==> src/rtl/motor_cmd_uart_master.sv <==
`default_nettype none
// ============================================================================
//  Module   : motor_cmd_uart_master
//  Purpose  : Host end of the motor command UART link. Serialises per-motor
//             move commands into 5-byte frames for an external transmitter
//             and decodes the motor CPLD's 2-byte busy-status stream into a
//             per-motor pending map with link supervision.
//  Revision : 1.0  initial release
// ============================================================================
module motor_cmd_uart_master #(
   parameter int GUARD_CYCLES = 2048,
   parameter int LINK_TIMEOUT = 600000
) (
   input  logic        CLK_SE_AR,
   input  logic        rst,
   input  logic        cmd_valid,
   output logic        cmd_ready,
   input  logic [3:0]  cmd_motor,
   input  logic [14:0] cmd_divider,
   input  logic [12:0] cmd_steps,
   output logic [7:0]  tx_data,
   output logic        tx_start,
   input  logic        tx_busy,
   input  logic        rx_data_ready,
   input  logic [7:0]  rx_data,
   output logic [9:0]  pending,
   output logic        link_up,
   output logic        frame_sent,
   output logic        cmd_drop,
   output logic        rx_err
);

   localparam int GW = $clog2(GUARD_CYCLES + 1);
   localparam int TW = $clog2(LINK_TIMEOUT + 1);

   typedef enum logic [1:0] {
      IDLE    = 2'd0,
      START   = 2'd1,
      WAIT_HI = 2'd2,
      WAIT_LO = 2'd3
   } state_t;

   state_t        state;
   logic [31:0]   word;        // remaining payload bytes, next byte in [7:0]
   logic [2:0]    idx;         // index of the byte currently in flight
   logic          hi_cnt;      // WAIT_HI timeout for a transmitter that never raises busy
   logic [GW-1:0] guard_cnt;
   logic [TW-1:0] tmo_cnt;
   logic [9:0]    status;      // far-end busy flags as last reported
   logic [9:0]    shadow;      // locally-set busy bits not yet confirmed by the far end
   logic [1:0]    seen;        // which status halves have arrived since link loss
   logic          rx_prev;

   logic [15:0]   pend_ext;
   logic          motor_ok;
   logic          accept;
   logic          rx_edge;
   logic          rx_bad;
   logic          rx_valid;
   logic [9:0]    half_mask;
   logic [9:0]    flags10;
   logic [9:0]    upd_mask;
   logic [9:0]    shadow_clr;
   logic [9:0]    shadow_set;
   logic [1:0]    seen_next;
   logic          timeout_hit;

   // Out-of-range motor numbers read as busy so indexing stays in bounds;
   // they are still accepted (and dropped) through the motor_ok term.
   assign pend_ext  = {6'h3f, pending};
   assign motor_ok  = (cmd_motor < 4'd10);
   assign cmd_ready = link_up & (state == IDLE) & (~motor_ok | ~pend_ext[cmd_motor]);
   assign accept    = cmd_valid & cmd_ready;

   assign rx_edge   = rx_data_ready & ~rx_prev;
   assign rx_bad    = (rx_data[6:5] != 2'b00);
   assign rx_valid  = rx_edge & ~rx_bad;
   assign half_mask = rx_data[7] ? 10'h3e0 : 10'h01f;
   assign flags10   = rx_data[7] ? {rx_data[4:0], 5'b00000} : {5'b00000, rx_data[4:0]};

   // While the guard runs, a status byte may predate our latest frame, so
   // bits we set locally keep their last status value and stay shadowed.
   assign upd_mask   = (guard_cnt != '0) ? (half_mask & ~shadow) : half_mask;
   assign shadow_clr = (rx_valid && (guard_cnt == '0)) ? half_mask : 10'h000;
   assign shadow_set = (accept && motor_ok) ? (10'h001 << cmd_motor) : 10'h000;

   assign seen_next   = seen | (rx_valid ? (rx_data[7] ? 2'b10 : 2'b01) : 2'b00);
   assign timeout_hit = ~rx_valid & (tmo_cnt == TW'(1));

   assign pending = status | shadow;

   // Transmit sequencer: latches a frame and walks its five bytes through the transmitter
   always_ff @(posedge CLK_SE_AR) begin
      if (rst) begin
         state      <= IDLE;
         word       <= '0;
         idx        <= '0;
         hi_cnt     <= 1'b0;
         tx_data    <= '0;
         tx_start   <= 1'b0;
         frame_sent <= 1'b0;
         cmd_drop   <= 1'b0;
         guard_cnt  <= '0;
      end else begin
         frame_sent <= 1'b0;
         cmd_drop   <= 1'b0;
         if (guard_cnt != '0)
            guard_cnt <= guard_cnt - 1'b1;

         case (state)
            IDLE: begin
               if (accept) begin
                  if (motor_ok) begin
                     word     <= {cmd_steps, cmd_divider, 4'h0};
                     tx_data  <= {4'h0, cmd_motor};
                     tx_start <= ~tx_busy;
                     idx      <= '0;
                     state    <= START;
                  end else begin
                     cmd_drop <= 1'b1;
                  end
               end
            end
            START: begin
               if (tx_start) begin
                  tx_start <= 1'b0;
                  hi_cnt   <= 1'b0;
                  state    <= WAIT_HI;
               end else if (!tx_busy) begin
                  tx_start <= 1'b1;
               end
            end
            WAIT_HI: begin
               if (tx_busy || hi_cnt)
                  state <= WAIT_LO;
               else
                  hi_cnt <= 1'b1;
            end
            WAIT_LO: begin
               if (!tx_busy) begin
                  if (idx != 3'd4) begin
                     idx      <= idx + 3'd1;
                     tx_data  <= word[7:0];
                     word     <= {8'h00, word[31:8]};
                     tx_start <= 1'b1;
                     state    <= START;
                  end else begin
                     frame_sent <= 1'b1;
                     guard_cnt  <= GW'(GUARD_CYCLES);
                     state      <= IDLE;
                  end
               end
            end
            default: state <= IDLE;
         endcase
      end
   end

   // Status decode and link supervision
   always_ff @(posedge CLK_SE_AR) begin
      if (rst) begin
         status  <= 10'h3ff;
         seen    <= 2'b00;
         link_up <= 1'b0;
         tmo_cnt <= '0;
         rx_err  <= 1'b0;
         rx_prev <= 1'b0;
      end else begin
         rx_prev <= rx_data_ready;
         rx_err  <= rx_edge & rx_bad;
         if (rx_valid) begin
            status  <= (status & ~upd_mask) | (flags10 & upd_mask);
            seen    <= seen_next;
            link_up <= &seen_next;
            tmo_cnt <= TW'(LINK_TIMEOUT);
         end else if (timeout_hit) begin
            status  <= 10'h3ff;
            seen    <= 2'b00;
            link_up <= 1'b0;
            tmo_cnt <= '0;
         end else if (tmo_cnt != '0) begin
            tmo_cnt <= tmo_cnt - 1'b1;
         end
      end
   end

   // Shadow map: an accept in the same cycle as a clearing status byte wins
   always_ff @(posedge CLK_SE_AR) begin
      if (rst)
         shadow <= 10'h000;
      else
         shadow <= (shadow & ~shadow_clr) | shadow_set;
   end

endmodule
`default_nettype wire

==> config.mk <==
export PLATFORM = sky130hd
export DESIGN_NAME = motor_cmd_uart_master
export DESIGN_NICKNAME = d
export VERILOG_FILES = /design/src/rtl/motor_cmd_uart_master.sv
export SDC_FILE = /design/constraint.sdc
export NUM_CORES = 1
export LEC_CHECK = 0
export BUFFER_PORTS_ARGS = -buffer_cell sky130_fd_sc_hd__clkbuf_2
export CAP_MARGIN = 0
export CORE_MARGIN = 2
export CORE_UTILIZATION = 56
export CTS_CLUSTER_DIAMETER = 30
export DETAILED_ROUTE_END_ITERATION = 10
export PLACE_DENSITY = 0.78
export SLEW_MARGIN = 40
export SYNTH_ARGS = -nofsm -noshare
export SYNTH_HDL_FRONTEND = slang
export SYNTH_SLANG_ARGS = --single-unit
==> constraint.sdc <==
create_clock -name CLK_SE_AR -period 2.5 [get_ports CLK_SE_AR]
set_input_delay 0.375 -clock CLK_SE_AR [delete_from_list [all_inputs] [get_ports CLK_SE_AR]]
set_output_delay 0.375 -clock CLK_SE_AR [all_outputs]
set_load 0.02 [all_outputs]
Word-level counts from Yosys, hierarchy flattened
Index checks and enable logic that the tools add are counted.
{ "totals": {"romBits": 0, "elab_cells": 140, "input_bits": 45, "ram_bits": 0, "out_inout_bits": 24, "memories": 0, "register_bits": 106, "latchBits": 0} }
{ "op_classes": {"multipliers": 0, "n_bitwise": 28, "eq_ne": 12, "add_sub_neg": 3, "magnitude_cmp": 2, "div": 0, "muxes": 56, "n_reduce_logical": 21, "shifts": 1} }
{ "op_table": {"columns": ["cell", "count"], "rows": [
  ["32-bit two-way mux", 4],
  ["10-bit two-way mux", 7],
  ["32-bit case mux with 2 select lines", 1],
  ["20-bit two-way mux", 3],
  ["12-bit two-way mux", 4],
  ["10-bit bitwise AND", 4],
  ["8-bit two-way mux", 4],
  ["10-bit inverter", 3],
  ["10-bit OR", 3],
  ["20-bit by 1-bit == test with 1-bit output (second input constant)", 1],
  ["20-bit nonzero test", 1],
  ["20-bit by 1-bit subtractor with 20-bit output (second input constant)", 1],
  ["2-bit two-way mux", 9],
  ["8-bit case mux with 2 select lines", 1],
  ["5-bit AND reduction", 3],
  ["1-bit two-way mux", 14],
  ["2-bit != test (second input constant)", 7],
  ["12-bit logical NOT", 1],
  ["3-bit two-way mux", 4],
  ["12-bit nonzero test", 1],
  ["12-bit by 1-bit subtractor with 12-bit output (second input constant)", 1],
  ["1-bit by 4-bit left shift with 10-bit output (first input constant)", 1],
  ["1-bit inverter", 9],
  ["3-bit OR reduction", 3],
  ["other kinds (21)", 33]
]} }

Longest topological paths before layout
Gate-level depths: netlist of run 1.
{ "logic_depth": {"ltp_word": 10, "ltp_mapped": 9, "ltp_nobuf": 8} }

Least setup slack after synthesis of run 1
No wires, ideal clock.
{ "synth_timing": {"kind": "register -> register", "from": "register status[3]", "to": "register word[10]", "period_less_slack_ns": 2.284, "setup_time_ns": 0.146, "t_required_ns": 2.354, "arrival_time_ns": 2.138, "stages_incl_launch_ff": 10, "slack_ns": 0.216, "n_path_buf": 3, "path_cell_list": "dfxtp_1 > or2_1 > mux4_2 > or3_1 > buf_6 > and3_4 > buf_6 > nor2_8 > buf_12 > a211oi_2"} }
{ "synth_between": {"elab_chain_cells": 9} }
{ "synth_lines": {"columns": ["item", "line", "rtl"], "rows": [
  ["start, declared", "49", "logic [9:0] status;"],
  ["start signal, assigned", "172", "status <= (status & ~upd_mask) | (flags10 & upd_mask);"],
  ["10-bit OR", "90", "assign pending = status | shadow;"],
  ["via pending[3]", "26", "output logic [9:0] pending,"],
  ["1-bit binary-select mux with 4-bit select", "72", "assign cmd_ready = link_up & (state == IDLE) & (~motor_ok | ~pend_ext[cmd_motor]);"],
  ["1-bit two-way mux (implied by the code)", "72", null],
  ["1-bit inverter", "72", null],
  ["1-bit OR", "72", null],
  ["1-bit bitwise AND", "72", null],
  ["1-bit bitwise AND", "73", "assign accept = cmd_valid & cmd_ready;"],
  ["2-bit != test (no line)", null, null],
  ["5-bit AND reduction (no line)", null, null],
  ["end signal, assigned", "114", "word <= {cmd_steps, cmd_divider, 4'h0};"],
  ["end signal, assigned", "144", "word <= {8'h00, word[31:8]};"],
  ["end, declared", "44", "logic [31:0] word;"]
]} }
The timed path passes the listed nets, and every way through them passes these cells. The select of a mux whose other input is x is not followed.
A chain may end at the register's enable or synchronous reset.

Worst setup path after layout of run 1
{ "layout_timing": {"from": "register shadow[0]", "to": "output port cmd_ready"} }
{ "layout_between": {"elab_chain_cells": 6} }
{ "layout_lines": {"columns": ["item", "line", "rtl"], "rows": [
  ["start, declared", "50", "logic [9:0] shadow;"],
  ["start signal, assigned", "192", "shadow <= (shadow & ~shadow_clr) | shadow_set;"],
  ["10-bit OR", "90", null],
  ["1-bit binary-select mux with 4-bit select", "72", null],
  ["1-bit two-way mux (implied by the code)", "72", null],
  ["1-bit inverter", "72", null],
  ["1-bit OR", "72", null],
  ["1-bit bitwise AND", "72", null],
  ["end, declared", "17", "output logic cmd_ready,"]
]} }
Every way passes these cells. The select of a mux whose other input is x is not followed.

==> impl_metrics.yaml, run 1 <==
clock_network:
  worstSkewPairLatency_ns: 0.38
  path_clk_slew_ns: 0.11
  cts_hold_buf: 0
  clock-sinks: 106
  cts-htree-levels: 3
  clock-root-buffer: "clkbuf_8"
  max-clock-path-buffers: 2
  numCtsBuffers: 9
  cts_tree: "done"
die:
  dieArea_sq_mm: 0.01025
  fp.dieH_um: 101.3
  placementRows: 35
  ioPinCount: 69
  die_x_um: 101.3
  core_area_sq_mm: 0.009196
  start_util: 0.5759
placed_design:
  routabilityCongestion: 0.8534
  hpwlAfterDp_mm: 8.931
  io_buffers: 68
  dp.cells: 744
layout:
  drive_above_1_share: 0.2270
  num-nets-final: 704
  fin_util: 0.6532
  area.growth.synth_to_final_pct: 13.42
  diodes: 0
  stdcell_count: 763
timing:
  finalCriticalPeriod_ns: 2.459
  drv_slew: 0
  timing.fmax_mhz: 406.6
  hold_violations: 0
  clock_skew_ns: 0.01320
  worstMarginPinSlew_ns: 0.7653
  maxSlewHeadroom: 0.4898
  finalCritPeriodShare: 0.9838
  fin_tns_setup_ns: 0
  setup-violations-final: 0
  rsz0062_at_grt: "true"
global_route:
  antenna_found_initial: 0
  grtUsageTotal: 0.2521
  grt_pass1_wl_mm: 20.80
  overflow: 0
  grt_pass1_vias: 4331
  grt_start_max_net_pins: 44
routing:
  viasPerCell: 5.995
  via_count: 4574
  highest_layer: "met4"
  drtAntennaViolNets: 0
  wl_met1_mm: 5.618
  wl_met3_um: 728
  drc: 0
  wire_per_inst_um: 16.65
  dr.pass1.iters: 5
  drt_wl_total_mm: 12.70
  routed-wl-met2_mm: 6.096
  drt-initial-drc-count: 205
synthesis:
  synth_edf_count: 0
  netlist_top_cells_count: "dfxtp_1, a21oi_1, nor2_1, nand2_1, mux2i_1"
  synth_fp_nets: 643
  synth_top_cell_by_area: "dfxtp_1"
  synthFlopType: "dfxtp_1"
  syn-cell-area_sq_mm: 0.005296
  synth_top_area_frac: 0.4007
  synth_most_common_cell: "dfxtp_1"
  synthArstFlopShare: 0
  ys_warn_count: 0
  ys_top_cells_by_area: "dfxtp_1, a21oi_1, mux2i_1"
  ys_seq_area_frac: 0.4007
  yosysUniqueCellTypes: 58
  synth.avg_cell_area_sq_um: 9.038
  syn_inst: 586
  synth.ff_latch_count: 106
worst_setup_path:
  worstSetupPathType: "reg2out"
  start_kind: "flop"
  critical_path_arrival_ns: 2.08
  cp.required_ns: 2.12
  critPathCaptureType: "output port"
  cp_max_fo: 3
power_and_ir_drop:
  powerDensity_mw_per_mm2: 816.1
  p_leak_nw: 2.194
  irDropWorstVdd_uv: 741.9
status:
  outcome: "completed"
flow_run:
  maxCapViolCount: 0
hold_path:
  hp-class: "in2reg"
==> critical path, cell delays in order, from the launching register on <==
cell	delay [ns]
dfxtp_2	0.35
or2_1	0.24
mux4_2	0.48
or3_4	0.37
a21oi_4	0.16
buf_8	0.13
==> through the flow <==
step	power (W)	hold WS [ns]	worst slack (ns)	area (sq um)
finish	0.004903	0.2381	0.04055	6007
detailed placement	0.003760	0.4439	0.1140	5712
floorplan	0.003388	0.4129	0.2163	5296
global placement	0.003684	0.4258	0.1645	5707
CTS	0.004901	0.2347	-0.01407	5987
global route	0.005214	0.2412	-0.01527	6007
==> flip-flops by register name, summed over array words and instances (netlist names) <==
name and cells:
hi_cnt 1, rx_err 1, state 2, word 32
cmd_drop 1, guard_cnt 12, tmo_cnt 20, tx_start 1
shadow 10, tx_data 8, status 10, frame_sent 1
link_up 1, idx 3, rx_prev 1, seen 2
==> power breakdown <==
part / total, W / internal [W] / switching (W)
sequential: 0.00211 / 0.00190 / 0.000206
clock: 0.00114 / 0.000492 / 0.000649
combinational: 0.00166 / 0.000733 / 0.000923
total: 0.00490 / 0.00312 / 0.00178
==> timing repair <==
item                                    CTS  global route
endpoints found under the setup margin    1            41
resized for setup                        10             5
pin swaps                                 2             2
setup buffers                             2             1
==> path summary, 6_finish.rpt <==
kind,start,end,slack (ns),cells after the start
max,shadow[0],cmd_ready,0.04,5
min reg2reg,rx_prev,rx_err,0.45,1
min,cmd_steps[9],word[28],0.24,3
max reg2reg,shadow[0],idx[2],0.11,8
==> layer usage <==
metal | vias up | global-route usage
li1 | 2235 | -
met1 | 2152 | 0.3359
met2 | 163 | 0.4193
met3 | 24 | 0.03520
met4 | 0 | 0.09044
met5 | - | 0
==> final cells by class <==
class,count,area (sq um)
Inverter,18,67.56
Tap cell,111,138.9
Multi-Input combinational cell,425,2932
Clock inverter,7,98.84
Sequential cell,106,2128
Timing Repair Buffer,87,518.0
Clock buffer,9,123.9
Fill cell,762,3189
==> cells by family after synthesis <==
group | after synthesis | share of synthesized area
AO/OA/AOI/OAI | 178 | 0.2348
XOR/XNOR | 25 | 0.04134
adder cells (fa/ha/maj) | 12 | 0.02835
buffers and inverters | 55 | 0.05362
flip-flops | 106 | 0.4007
multiplexers | 29 | 0.05953
AND/OR/NAND/NOR | 181 | 0.1817
==> cells in the final DEF (no fill, tap or decap), types with 17 or more instances in the layout <==
| cell type | instances |
|---|---|
| dfxtp_1 | 101 |
| clkbuf_2 | 67 |
| a21oi_1 | 65 |
| nor2_1 | 61 |
| nand2_1 | 32 |
| mux2i_1 | 27 |
| o21ai_0 | 24 |
| a211oi_2 | 21 |
| inv_1 | 18 |
| buf_4 | 17 |
No activity file was read; power rests on OpenSTA's default activity.
==> run 2: changes to the inputs <==
==> constraint.sdc (replaced) <==
create_clock -name CLK_SE_AR -period 2.53 [get_ports CLK_SE_AR]
set_input_delay 0.3795 -clock CLK_SE_AR [delete_from_list [all_inputs] [get_ports CLK_SE_AR]]
set_output_delay 0.3795 -clock CLK_SE_AR [all_outputs]
set_load 0.02 [all_outputs]
==> impl_metrics.yaml, run 2 (synthesis results as in run 1) <==
global_route:
  overflow: 0
  grt_start_max_net_pins: 40
  grt_pass1_wl_mm: 20.37
  grt_pass1_vias: 4222
  antenna_found_initial: 0
  grtUsageTotal: 0.2445
worst_setup_path:
  critPathCaptureType: "output port"
  critPathTopFamily: "multiplexers"
  critPathMaxStageDelay_ns: 0.52
  worst-path-buf-inv: 1
  cp.required_ns: 2.15
  crit_chain: "or2_2 -> mux4_2 -> o211a_4 -> a21oi_4 -> buf_6"
  start_kind: "flop"
  rr_worst_depth: 8
  worstSetupPathType: "reg2out"
  cp_max_fo: 2
  worstSetupPathDepth: 5
  cp_slowest_cell: "mux4_2"
  critical_path_arrival_ns: 2.11
die:
  core_area_sq_mm: 0.009196
  dieArea_sq_mm: 0.01025
  placementRows: 35
  start_util: 0.5759
  fp.dieH_um: 101.3
  die_x_um: 101.3
  ioPinCount: 69
timing:
  clock_skew_ns: 0.01624
  finalCriticalPeriod_ns: 2.489
  timing.fmax_mhz: 401.8
  drv_slew: 0
  worstMarginPinSlew_ns: 0.8239
  setup_ws_ns: 0.04124
  rsz0062_at_grt: "false"
  maxSlewHeadroom: 0.4507
  setup-violations-final: 0
  finalCritPeriodShare: 0.9837
  hold_violations: 0
  fin_tns_setup_ns: 0
layout:
  final_common_cell: "dfxtp_1"
  top_regs: "word: 32 flops, tmo_cnt: 20 flops, guard_cnt: 12 flops"
  num-nets-final: 703
  mostFrequentLayoutCells: "dfxtp_1, clkbuf_2, a21oi_1"
  drive_above_1_share: 0.2166
  area.growth.synth_to_final_pct: 13.37
  diodes: 0
  regMostFlops: "word"
  stdcell_count: 762
  final_area_sq_mm: 0.006005
  largest_reg_flops: 32
  fin_util: 0.6529
  n_fill_cell: 739
placed_design:
  dp.cells: 744
  placed_cell_area_sq_mm: 0.005712
  io_buffers: 68
  hpwlAfterDp_mm: 8.628
  routabilityCongestion: 0.8812
  place_ws_ns: 0.1306
clock_network:
  cts_tree: "done"
  clock-root-buffer: "clkbuf_8"
  max-clock-path-buffers: 2
  numCtsBuffers: 9
  cts-htree-levels: 3
  worstSkewPairLatency_ns: 0.37
  clock-sinks: 106
  cts_hold_buf: 0
  path_clk_slew_ns: 0.10
hold_path:
  holdPathStages: 3
  hp-class: "in2reg"
flow_run:
  maxCapViolCount: 0
power_and_ir_drop:
  p_leak_nw: 2.197
  powerDensity_mw_per_mm2: 821.8
  irDropWorstVdd_uv: 608.5
routing:
  dr.pass1.iters: 5
  drc: 0
  via_count: 4548
  wire_per_inst_um: 16.51
  drtAntennaViolNets: 0
  drt-initial-drc-count: 242
  viasPerCell: 5.969
  drt_wl_total_mm: 12.58
status:
  outcome: "completed"
[run 2: cell count changes in the layout (fill, tap and decap cells not counted), sizes merged]
cell / before / now
clkbuf: 76 / 77
clkinv: 3 / 2
bufinv: 1 / 3
buf: 20 / 19
inv: 20 / 19
clkinvlp: 1 / 0
[run 2: final cells by class]
type,count,area [sq um],area share
clock inverters,6,112.6,0.01875
flip-flops and latches,106,2122,0.3534
inverters,18,67.56,0.01125
clock buffers,10,127.6,0.02125
repair buffers,86,506.7,0.08439
well taps,111,138.9,0.02313
multi-input cells,425,2929,0.4878
[run 2: metrics by stage]
stage / hold WS (ns) / power [W]
3_5_place_dp: 0.4351 / 0.003686
6_report: 0.2631 / 0.004934
3_3_place_gp: 0.4277 / 0.003624
4_1_cts: 0.2570 / 0.004927
5_1_grt: 0.2635 / 0.005209
2_1_floorplan: 0.4129 / 0.003348
[run 2: worst paths after layout]
path                 to           from  slack [ns]
min            word[29]  cmd_steps[10]        0.26
min reg2reg      rx_err        rx_prev        0.46
max           cmd_ready      status[4]        0.04
max reg2reg  tx_data[0]      status[4]        0.13
[run 2: worst register-to-register path: cells and delay by family, from the launching register on]
| kind | cells | cell delay (ns) |
|---|---|---|
| AO/OA/AOI/OAI | 2 | 0.37 |
| buffers and inverters | 2 | 0.36 |
| flip-flops | 1 | 0.33 |
| multiplexers | 1 | 0.52 |
| AND/OR/NAND/NOR | 3 | 0.69 |
[run 2: per-layer routing]
layer | vias to the layer above | global-route usage | wire length (um)
met1 | 2147 | 0.3317 | 5655
met5 | - | 0 | 0
met4 | 0 | 0.06549 | 178
met3 | 17 | 0.03727 | 654
met2 | 149 | 0.4080 | 6091
li1 | 2235 | - | -
[run 2: report_power, final]
group	switching (W)	total [W]	internal, W
logic	0.000894	0.00161	0.000712
clock network	0.000588	0.00125	0.000662
registers	0.000202	0.00208	0.00188
[run 2: timing repair]
action                     CTS  global route
resized for setup            4             5
pin swaps                    2             2
buffers inserted             2             0
setup endpoints to repair    1            13
